### src/rtl/hack_pkg.sv
// hack_pkg: shared widths, ROM timing and the fetch queue entry layout
package hack_pkg;
    localparam int WORD_W      = 16;
    localparam int ADDR_W      = 15;
    localparam int ROM_LATENCY = 1;
    typedef struct packed {
        logic [WORD_W-1:0] pc;
        logic [WORD_W-1:0] instr;
    } fetch_entry_t;
endpackage

### src/rtl/fetch_unit_if.sv
// fetch_unit_if: PC, ROM and decode-side signals of the fetch stage
interface fetch_unit_if;
    import hack_pkg::*;
    logic [WORD_W-1:0] pc;
    logic              pc_inc;
    logic              flush;
    logic              rom_en;
    logic [ADDR_W-1:0] rom_addr;
    logic [WORD_W-1:0] rom_data;
    logic              out_valid;
    logic              out_ready;
    logic [WORD_W-1:0] out_instr;
    logic [WORD_W-1:0] out_pc;
    modport master (
        input  pc, flush, rom_data, out_ready,
        output pc_inc, rom_en, rom_addr, out_valid, out_instr, out_pc
    );
    modport slave (
        output pc, flush, rom_data, out_ready,
        input  pc_inc, rom_en, rom_addr, out_valid, out_instr, out_pc
    );
endinterface

### src/rtl/fetch_unit_fifo.sv
// fetch_fifo: shift-register queue whose slot 0 is the registered head; head holds its value when drained
module fetch_fifo #(
    parameter int DEPTH = 2,
    parameter int W     = 32,
    localparam int CW   = $clog2(DEPTH) + 1
) (
    input  logic          clk,
    input  logic          reset,
    input  logic          push_i,
    input  logic          pop_i,
    input  logic          clear_i,
    input  logic [W-1:0]  data_i,
    output logic [W-1:0]  head_o,
    output logic [CW-1:0] count_o
);
    logic [W-1:0]  mem_q [DEPTH];
    logic [W-1:0]  mem_d [DEPTH];
    logic [CW-1:0] count_q, count_d, idx;
    // shift live entries toward the head on pop, then drop the new entry behind them
    always_comb begin
        mem_d = mem_q;
        for (int i = 0; i < DEPTH - 1; i++)
            if (pop_i && CW'(i + 1) < count_q) mem_d[i] = mem_q[i + 1];
        idx = count_q - CW'(pop_i);
        if (push_i && idx < CW'(DEPTH)) mem_d[idx[CW-2:0]] = data_i;
        count_d = clear_i ? '0 : count_q + CW'(push_i) - CW'(pop_i);
    end
    // storage and occupancy registers
    always_ff @(posedge clk) begin
        if (reset) begin
            count_q <= '0;
            for (int i = 0; i < DEPTH; i++) mem_q[i] <= '0;
        end else begin
            count_q <= count_d;
            mem_q   <= mem_d;
        end
    end
    assign head_o  = mem_q[0];
    assign count_o = count_q;
endmodule

### src/rtl/fetch_unit.sv
// fetch_unit: issues ROM reads on queue credit and delivers {pc, instr}; FETCH_PERF_EN adds perf counters
module fetch_unit
    import hack_pkg::*;
#(
    parameter int DEPTH = 2
) (
    input  logic         clk,
    input  logic         reset,
    fetch_unit_if.master bus
`ifdef FETCH_PERF_EN
    ,
    output logic [15:0]  perf_fetch,
    output logic [15:0]  perf_stall
`endif
);
    localparam int CW = $clog2(DEPTH) + 1;
    logic [CW-1:0]     count;
    fetch_entry_t      head, entry;
    logic              inflight_q, inflight_d;
    logic [WORD_W-1:0] tag_q, tag_d;
    logic              valid, pop, push, issue;
    // credit check counts queued plus in-flight entries, freeing the slot a same-cycle pop releases
    always_comb begin
        valid      = ~reset & ~bus.flush & (count != '0);
        pop        = valid & bus.out_ready;
        push       = ~reset & ~bus.flush & inflight_q;
        issue      = ~reset & ~bus.flush & (count + CW'(inflight_q) < CW'(DEPTH) + CW'(pop));
        inflight_d = issue;
        tag_d      = issue ? bus.pc : tag_q;
        entry      = '{pc: tag_q, instr: bus.rom_data};
    end
    // in-flight flag and the PC tag of the outstanding ROM read
    always_ff @(posedge clk) begin
        if (reset) begin
            inflight_q <= 1'b0;
            tag_q      <= '0;
        end else begin
            inflight_q <= inflight_d;
            tag_q      <= tag_d;
        end
    end
    fetch_fifo #(.DEPTH(DEPTH), .W($bits(fetch_entry_t))) u_fifo (
        .clk     (clk),
        .reset   (reset),
        .push_i  (push),
        .pop_i   (pop),
        .clear_i (bus.flush),
        .data_i  (entry),
        .head_o  (head),
        .count_o (count)
    );
    assign bus.pc_inc    = issue;
    assign bus.rom_en    = issue;
    assign bus.rom_addr  = bus.pc[ADDR_W-1:0];
    assign bus.out_valid = valid;
    assign bus.out_instr = head.instr;
    assign bus.out_pc    = head.pc;
`ifdef FETCH_PERF_EN
    logic [15:0] perf_fetch_q, perf_fetch_d, perf_stall_q, perf_stall_d;
    // saturating delivery and starvation counters
    always_comb begin
        perf_fetch_d = (pop && perf_fetch_q != 16'hFFFF) ? perf_fetch_q + 16'd1 : perf_fetch_q;
        perf_stall_d = (bus.out_ready && !valid && perf_stall_q != 16'hFFFF) ? perf_stall_q + 16'd1 : perf_stall_q;
    end
    // counters clear on reset only
    always_ff @(posedge clk) begin
        if (reset) begin
            perf_fetch_q <= '0;
            perf_stall_q <= '0;
        end else begin
            perf_fetch_q <= perf_fetch_d;
            perf_stall_q <= perf_stall_d;
        end
    end
    assign perf_fetch = perf_fetch_q;
    assign perf_stall = perf_stall_q;
`endif
endmodule

### src/flat_wrapper.sv
// flat-port wrapper written by rule: the top's interface ports become plain ports
module fetch_unit_flat import hack_pkg::*;
#(
    parameter int DEPTH = 2
)
  (clk, reset, bus_pc, bus_flush, bus_rom_data, bus_out_ready, bus_pc_inc, bus_rom_en, bus_rom_addr, bus_out_valid, bus_out_instr, bus_out_pc);
  fetch_unit_if bus_i ();
  input  logic clk;
  input  logic reset;
  input wire logic [$bits(bus_i.pc)-1:0] bus_pc;
  input wire logic [$bits(bus_i.flush)-1:0] bus_flush;
  input wire logic [$bits(bus_i.rom_data)-1:0] bus_rom_data;
  input wire logic [$bits(bus_i.out_ready)-1:0] bus_out_ready;
  output wire logic [$bits(bus_i.pc_inc)-1:0] bus_pc_inc;
  output wire logic [$bits(bus_i.rom_en)-1:0] bus_rom_en;
  output wire logic [$bits(bus_i.rom_addr)-1:0] bus_rom_addr;
  output wire logic [$bits(bus_i.out_valid)-1:0] bus_out_valid;
  output wire logic [$bits(bus_i.out_instr)-1:0] bus_out_instr;
  output wire logic [$bits(bus_i.out_pc)-1:0] bus_out_pc;
  assign bus_i.pc = bus_pc;
  assign bus_i.flush = bus_flush;
  assign bus_i.rom_data = bus_rom_data;
  assign bus_i.out_ready = bus_out_ready;
  assign bus_pc_inc = bus_i.pc_inc;
  assign bus_rom_en = bus_i.rom_en;
  assign bus_rom_addr = bus_i.rom_addr;
  assign bus_out_valid = bus_i.out_valid;
  assign bus_out_instr = bus_i.out_instr;
  assign bus_out_pc = bus_i.out_pc;
  fetch_unit #(.DEPTH(DEPTH)) u_core (.clk(clk), .reset(reset), .bus(bus_i));
endmodule
### config.mk
export PLATFORM = sky130hd
export DESIGN_NAME = fetch_unit_flat
export DESIGN_NICKNAME = d
export VERILOG_FILES = /design/src/rtl/hack_pkg.sv /design/src/rtl/fetch_unit_if.sv /design/src/rtl/fetch_unit_fifo.sv /design/src/rtl/fetch_unit.sv /design/src/flat_wrapper.sv
export SDC_FILE = /design/constraint.sdc
export NUM_CORES = 1
export LEC_CHECK = 0
export BUFFER_PORTS_ARGS = -buffer_cell sky130_fd_sc_hd__buf_2
export CAP_MARGIN = 0
export CORE_MARGIN = 4
export CORE_UTILIZATION = 30
export CTS_BUF_LIST = sky130_fd_sc_hd__clkbuf_2
export CTS_CLUSTER_DIAMETER = 120
export DETAILED_ROUTE_END_ITERATION = 16
export GPL_TIMING_DRIVEN = 0
export HOLD_SLACK_MARGIN = 0.15
export PLACE_DENSITY = 0.47
export SLEW_MARGIN = 30
export SYNTH_ARGS = -nofsm -noshare
export SYNTH_HDL_FRONTEND = slang
export SYNTH_SLANG_ARGS = --single-unit
export TNS_END_PERCENT = 50
### constraint.sdc
create_clock -name clk -period 3.9 [get_ports clk]
set_clock_uncertainty 0.15 [all_clocks]
set_input_delay 0.39 -clock clk [delete_from_list [all_inputs] [get_ports clk]]
set_output_delay 0.39 -clock clk [all_outputs]
set_load 0.02 [all_outputs]
==> flow_summary.yaml, run 1 <==
yosys:
  synthTopCellsByCount: "144 x nand2_1, 83 x dfxtp_1, 54 x buf_4, 36 x nor2_1, 33 x a21oi_1"
  synth.distinct_cells: 31
  synth-edff-count: 0
  ys_seq_area_share_pct: 44.0
  ys.flop_type: "dfxtp_1"
  ys_ff_latch: 83
  netlist.area_leader.share_pct: 44.0
  synth_nets: 504
  syn_area_um2: 3780
  async_flop_share_pct: 0
  yosys_warnings: 0
  syn_inst: 466
  yosysMostFrequentCell: "nand2_1"
  yosys.area.top_type: "dfxtp_1"
  synthTopCellsByArea: "dfxtp_1 44%, nand2_1 14%, buf_4 11%"
  avgSynthCellArea_um2: 8.10
detailed_routing:
  wl_mm: 10.3
  vias: 3372
  drc: 0
  ant_nets: 0
  wl_met3_um: 531
  vias_per_cell: 4.36
  wire_per_inst_um: 13.2
  dr.pass1.iters: 4
  m1WireLength_mm: 4.90
  topRoutingLayerUsed: "met4"
  met2_wirelength_mm: 4.75
  drtIter0Drc: 201
cells_and_area:
  seqCellArea_um2: 1660
  drive_above_1_share_pct: 29.5
  multiInputGateArea_um2: 1560
  finish.net_count: 639
  final_area_um2: 4940
  area_growth_syn_to_layout_pct: 30.9
  diodes: 0
  fill_cells: 1287
power:
  leakagePower_nw: 2.09
  p_per_area_nw_per_um2: 325
  ir_worst_vdd_mv: 0.146
clock_network:
  clock_latency_ps: 500
  cts_tree: "built"
  root_buffer: "clkbuf_2"
  cts.clk_slew.worst_paths_ps: 250
  cts_buffers: 9
  clkSinkCount: 83
  cts_buffer_depth: 2
  htreeDepth: 3
  post_cts_resized: 0
die:
  die_w_um: 120
  die_h_um: 120
  core_um2: 12200
  initial_core_util_pct: 31.0
  row_count: 40
  pin_count: 86
  dieArea_um2: 14400
critical_path:
  cp_max_fo: 11
  cp_cell_sequence: "ha_1, nand3b_1, a221oi_4, buf_4, buf_4, buf_2"
  max_stage_delay_ps: 530
  crit_type: "reg2out"
  crit_required_ps: 3360
  endpoint_kind: "primary output"
  critPathLaunchType: "flip-flop"
  arrival_ps: 2550
  cp_common_cell: "buf_4"
  critPathSlowestCell: "dfxtp_1"
timing:
  grt_setup_unrepaired: "false"
  fin_setup_tns_ps: 0
  maxSlewViolCount: 0
  max_freq_mhz: 324
  max_slew_margin_pct: 53.9
  hold_violations: 0
  setup_violations: 0
  fin_crit_ps: 3090
  fin_crit_sh_pct: 79.2
  tightest_slew_ps: 691
place:
  dp_hpwl_mm: 6.91
  dpl_cell_area_um2: 4400
  place_congestion: 0.751
  portBuffers: 83
global_route:
  grt_first_pass_wirelength_mm: 16.7
  grt_usage_pct: 14.3
  grt_max_degree: 14
  antenna_found_initial: 0
  grt-ovfl-total: 0
  grt_pass1_vias: 3366
flow_run:
  max-cap-violations: 0
hold_path:
  hold_path_class: "reg2reg"
status:
  status: "complete, no violations"
[worst max-delay path: cells and delay by family, from the launching register on]
| kind | cells | cell delay, ps |
|---|---|---|
| compound gates | 1 | 480 |
| fa+ha+maj | 1 | 290 |
| buf+inv | 3 | 530 |
| flops | 1 | 530 |
| simple gates | 1 | 220 |
[cell families (layout without fill, tap and decap cells)]
family | after synthesis | after routing | synth area share (%)
buffers and inverters | 82 | 222 | 14.8
flip-flops | 83 | 83 | 44.0
XOR/XNOR | 2 | 2 | 0.464
adder cells (fa/ha/maj) | 2 | 2 | 0.663
AND/OR/NAND/NOR | 211 | 211 | 23.9
AO/OA/AOI/OAI | 86 | 86 | 16.2
[report_power, final]
part | leakage, nW | switching (mW) | internal [mW]
Sequential | 0.675 | 0.0175 | 0.874
Combinational | 1.33 | 0.102 | 0.104
Clock | 0.0836 | 0.294 | 0.216
[area by class of cell]
class / count / area share [%]
sequential: 83 / 33.6
multi-input combinational: 301 / 31.5
timing repair buffer: 124 / 16.7
buffer: 82 / 11.3
tap: 168 / 4.25
clock inverter: 5 / 1.57
clock buffer: 11 / 1.11
[final timing paths]
kind	start	end	slack, ps	depth (start not counted)
worst min-delay path	flip-flop	u_core.u_fifo.head_o[6]$_SDFF_PP0_	320	2
worst max-delay path	u_core.inflight_q$_SDFF_PP0_	bus_rom_en	810	6
worst max register to register	u_core.inflight_q$_SDFF_PP0_	u_core.tag_q[2]$_SDFFE_PP0P_	1120	6
worst min register to register	flip-flop	u_core.u_fifo.head_o[6]$_SDFF_PP0_	320	2
[per-layer routing]
metal	track usage, %	vias to the layer above
met5	0	-
met4	2.58	0
li1	-	1771
met2	24.3	91
met3	3.60	5
met1	18.6	1505
[placed cells by master, fill, tap and decap left out, types with 2 or more instances in the layout]
cell type,instances
a21oi_1,33
a311oi_1,28
a311oi_2,4
buf_2,96
buf_4,54
buf_6,4
bufinv_16,2
clkbuf_1,10
clkbuf_2,12
dfxtp_1,83
dlygate4sd3_1,41
ha_1,2
nand2_1,144
nand2b_1,19
nor2_1,36
nor2b_1,2
o21ai_0,16
xor2_1,2
[stage by stage]
stage                     hold slack [ps]  util, %  cells  total power [mW]  setup slack [ps]
after floorplan                       287        -    466              1.02              1740
after global placement                291     36.2    717              1.08              1390
after detailed placement              297     36.2    717              1.08              1370
after CTS                             310     40.7    774              1.63               743
after global routing                  320     40.7    774              1.69               561
final                                 315     40.7    774              1.61               811
[timing repair]
action | in CTS | in global routing
hold buffers | 41 | 0
buffers inserted | 0 | 0
endpoints found under the setup margin | 0 | 0
endpoints found under the hold margin | 51 | 0
(Power assumes the default switching activity.)
==> run 2: changes to the inputs <==
PLACE_DENSITY = 0.49   (was 0.47)
clock period = 2.61 ns   (was 3.9 ns; I/O delays follow)
==> flow_summary.yaml, run 2 (synthesized netlist as in run 1, its figures left out) <==
status:
  status: "complete, no violations"
die:
  die_w_um: 120
  pin_count: 86
  core_um2: 12200
  row_count: 40
  dieArea_um2: 14400
  die_h_um: 120
  initial_core_util_pct: 31.0
power:
  leakagePower_nw: 2.10
  ir_worst_vdd_mv: 0.214
  p_per_area_nw_per_um2: 477
cells_and_area:
  diodes: 0
  mostFrequentLayoutCells: "144 x nand2_1, 93 x buf_2, 81 x dfxtp_1"
  layout_commonest_cell: "nand2_1"
  fin_util_pct: 41.3
  finish.net_count: 642
  drive_above_1_share_pct: 30.6
  fill_cells: 1237
  area_growth_syn_to_layout_pct: 32.9
critical_path:
  critPathLaunch: "u_core.u_fifo.count_o[0]$_SDFF_PP0_"
  arrival_ps: 2810
  path_buf_inv: 3
  crit_type: "reg2reg"
  endpoint_kind: "flip-flop"
  cp_common_cell: "dlygate4sd3_1"
  cp_top_family: "buffers and inverters"
  r2r-start: "u_core.u_fifo.count_o[0]$_SDFF_PP0_"
  cp_max_fo: 8
  crit_required_ps: 2900
  cp_cell_sequence: "buf_4, and3b_1, o211a_4, nand2_1, dlygate4sd3_1, a21oi_1, dlygate4sd3_1"
  critPathLaunchType: "flip-flop"
  path_depth: 7
  rrSetupSlack_ps: 80
  max_stage_delay_ps: 590
  critPathSlowestCell: "dlygate4sd3_1"
  r2r_cells: 7
global_route:
  grt_max_degree: 14
  grt-ovfl-total: 0
  grt_pass1_vias: 3429
  grt_usage_pct: 14.4
  antenna_found_initial: 0
  grt_first_pass_wirelength_mm: 16.9
timing:
  setup_violations: 0
  fin_setup_tns_ps: 0
  fin_crit_sh_pct: 96.8
  grt_setup_unrepaired: "false"
  worst_slack_ps: 84.0
  max_freq_mhz: 396
  max_slew_margin_pct: 57.3
  hold_violations: 0
  fin_crit_ps: 2530
  maxSlewViolCount: 0
  tightest_slew_ps: 641
detailed_routing:
  wire_per_inst_um: 13.1
  vias_per_cell: 4.43
  dr.pass1.iters: 5
  drtIter0Drc: 198
  vias: 3438
  drc: 0
  wl_mm: 10.2
  ant_nets: 0
clock_network:
  cts.clk_slew.worst_paths_ps: 210
  cts_buffer_depth: 2
  root_buffer: "clkbuf_2"
  cts_buffers: 9
  clock_latency_ps: 520
  cts_tree: "built"
  htreeDepth: 3
  clkSinkCount: 83
flow_run:
  max-cap-violations: 0
place:
  pre_cts_ws_ps: 137
  portBuffers: 83
  place_congestion: 0.747
  dp_hpwl_mm: 6.89
hold_path:
  hold_path_class: "reg2reg"
-- run 2: cell types whose count changed in the layout (fill, tap and decap cells not counted), moves of 2 or more --
cell     change
buf_6        +5
dfxtp_4      +2
dfxtp_1      -2
buf_2        -3
-- run 2: where the power goes --
group	leakage (nW)	internal, mW	switching (mW)	total [mW]
clock	0.0782	0.322	0.432	0.753
combinational	1.34	0.157	0.155	0.311
sequential	0.676	1.30	0.0259	1.33
total	2.10	1.78	0.612	2.40
-- run 2: how the worst min path moves through the flow --
stage,from,endpoint,cells past startpoint
after floorplan,bus_pc[0],u_core.tag_q[0]$_SDFFE_PP0P_,2
after CTS,bus_pc[7],u_core.tag_q[7]$_SDFFE_PP0P_,4
after global routing,bus_pc[4],u_core.tag_q[4]$_SDFFE_PP0P_,4
after global placement,flip-flop,flip-flop,2
after detailed placement,flip-flop,flip-flop,2
final,flip-flop,flip-flop,2
-- run 2: worst min-delay path, stage by stage, from the launching register on --
cell,delay (ps)
dfxtp_1,350
nand2_1,50
a21oi_1,50
-- run 2: cell type report --
cell class | count | area [µm²] | area share [%]
Tap cell | 168 | 210 | 4.19
Sequential cell | 83 | 1670 | 33.3
Clock inverter | 4 | 76.3 | 1.52
Multi-Input combinational cell | 301 | 1580 | 31.4
Timing Repair Buffer | 128 | 872 | 17.4
Clock buffer | 11 | 55.1 | 1.10
Buffer | 81 | 561 | 11.2
-- run 2: per-layer routing --
layer | GRT usage, % | routed length [µm] | up-vias
met2 | 24.6 | 4800 | 89
met1 | 18.7 | 4770 | 1566
li1 | - | - | 1774
met3 | 3.46 | 503 | 9
met4 | 2.79 | 80 | 0
met5 | 0 | 0 | -
-- run 2: repair_timing --
action / in CTS / in global routing
gates resized for setup: 8 / 6
buffers inserted: 4 / 0
hold buffers: 41 / 0
endpoints found under the setup margin: 2 / 5
endpoints found under the hold margin: 51 / 0
pin swaps: 2 / 1
-- run 2: stage by stage --
step / hold slack (ps) / instance area (µm²) / power (mW) / cells
5_1_grt: 251 / 5020 / 2.52 / 776
4_1_cts: 286 / 5000 / 2.42 / 776
6_report: 319 / 5020 / 2.40 / 776
2_1_floorplan: 220 / 3780 / 1.52 / 466
3_5_place_dp: 297 / 4400 / 1.62 / 717
3_3_place_gp: 292 / 4400 / 1.61 / 717
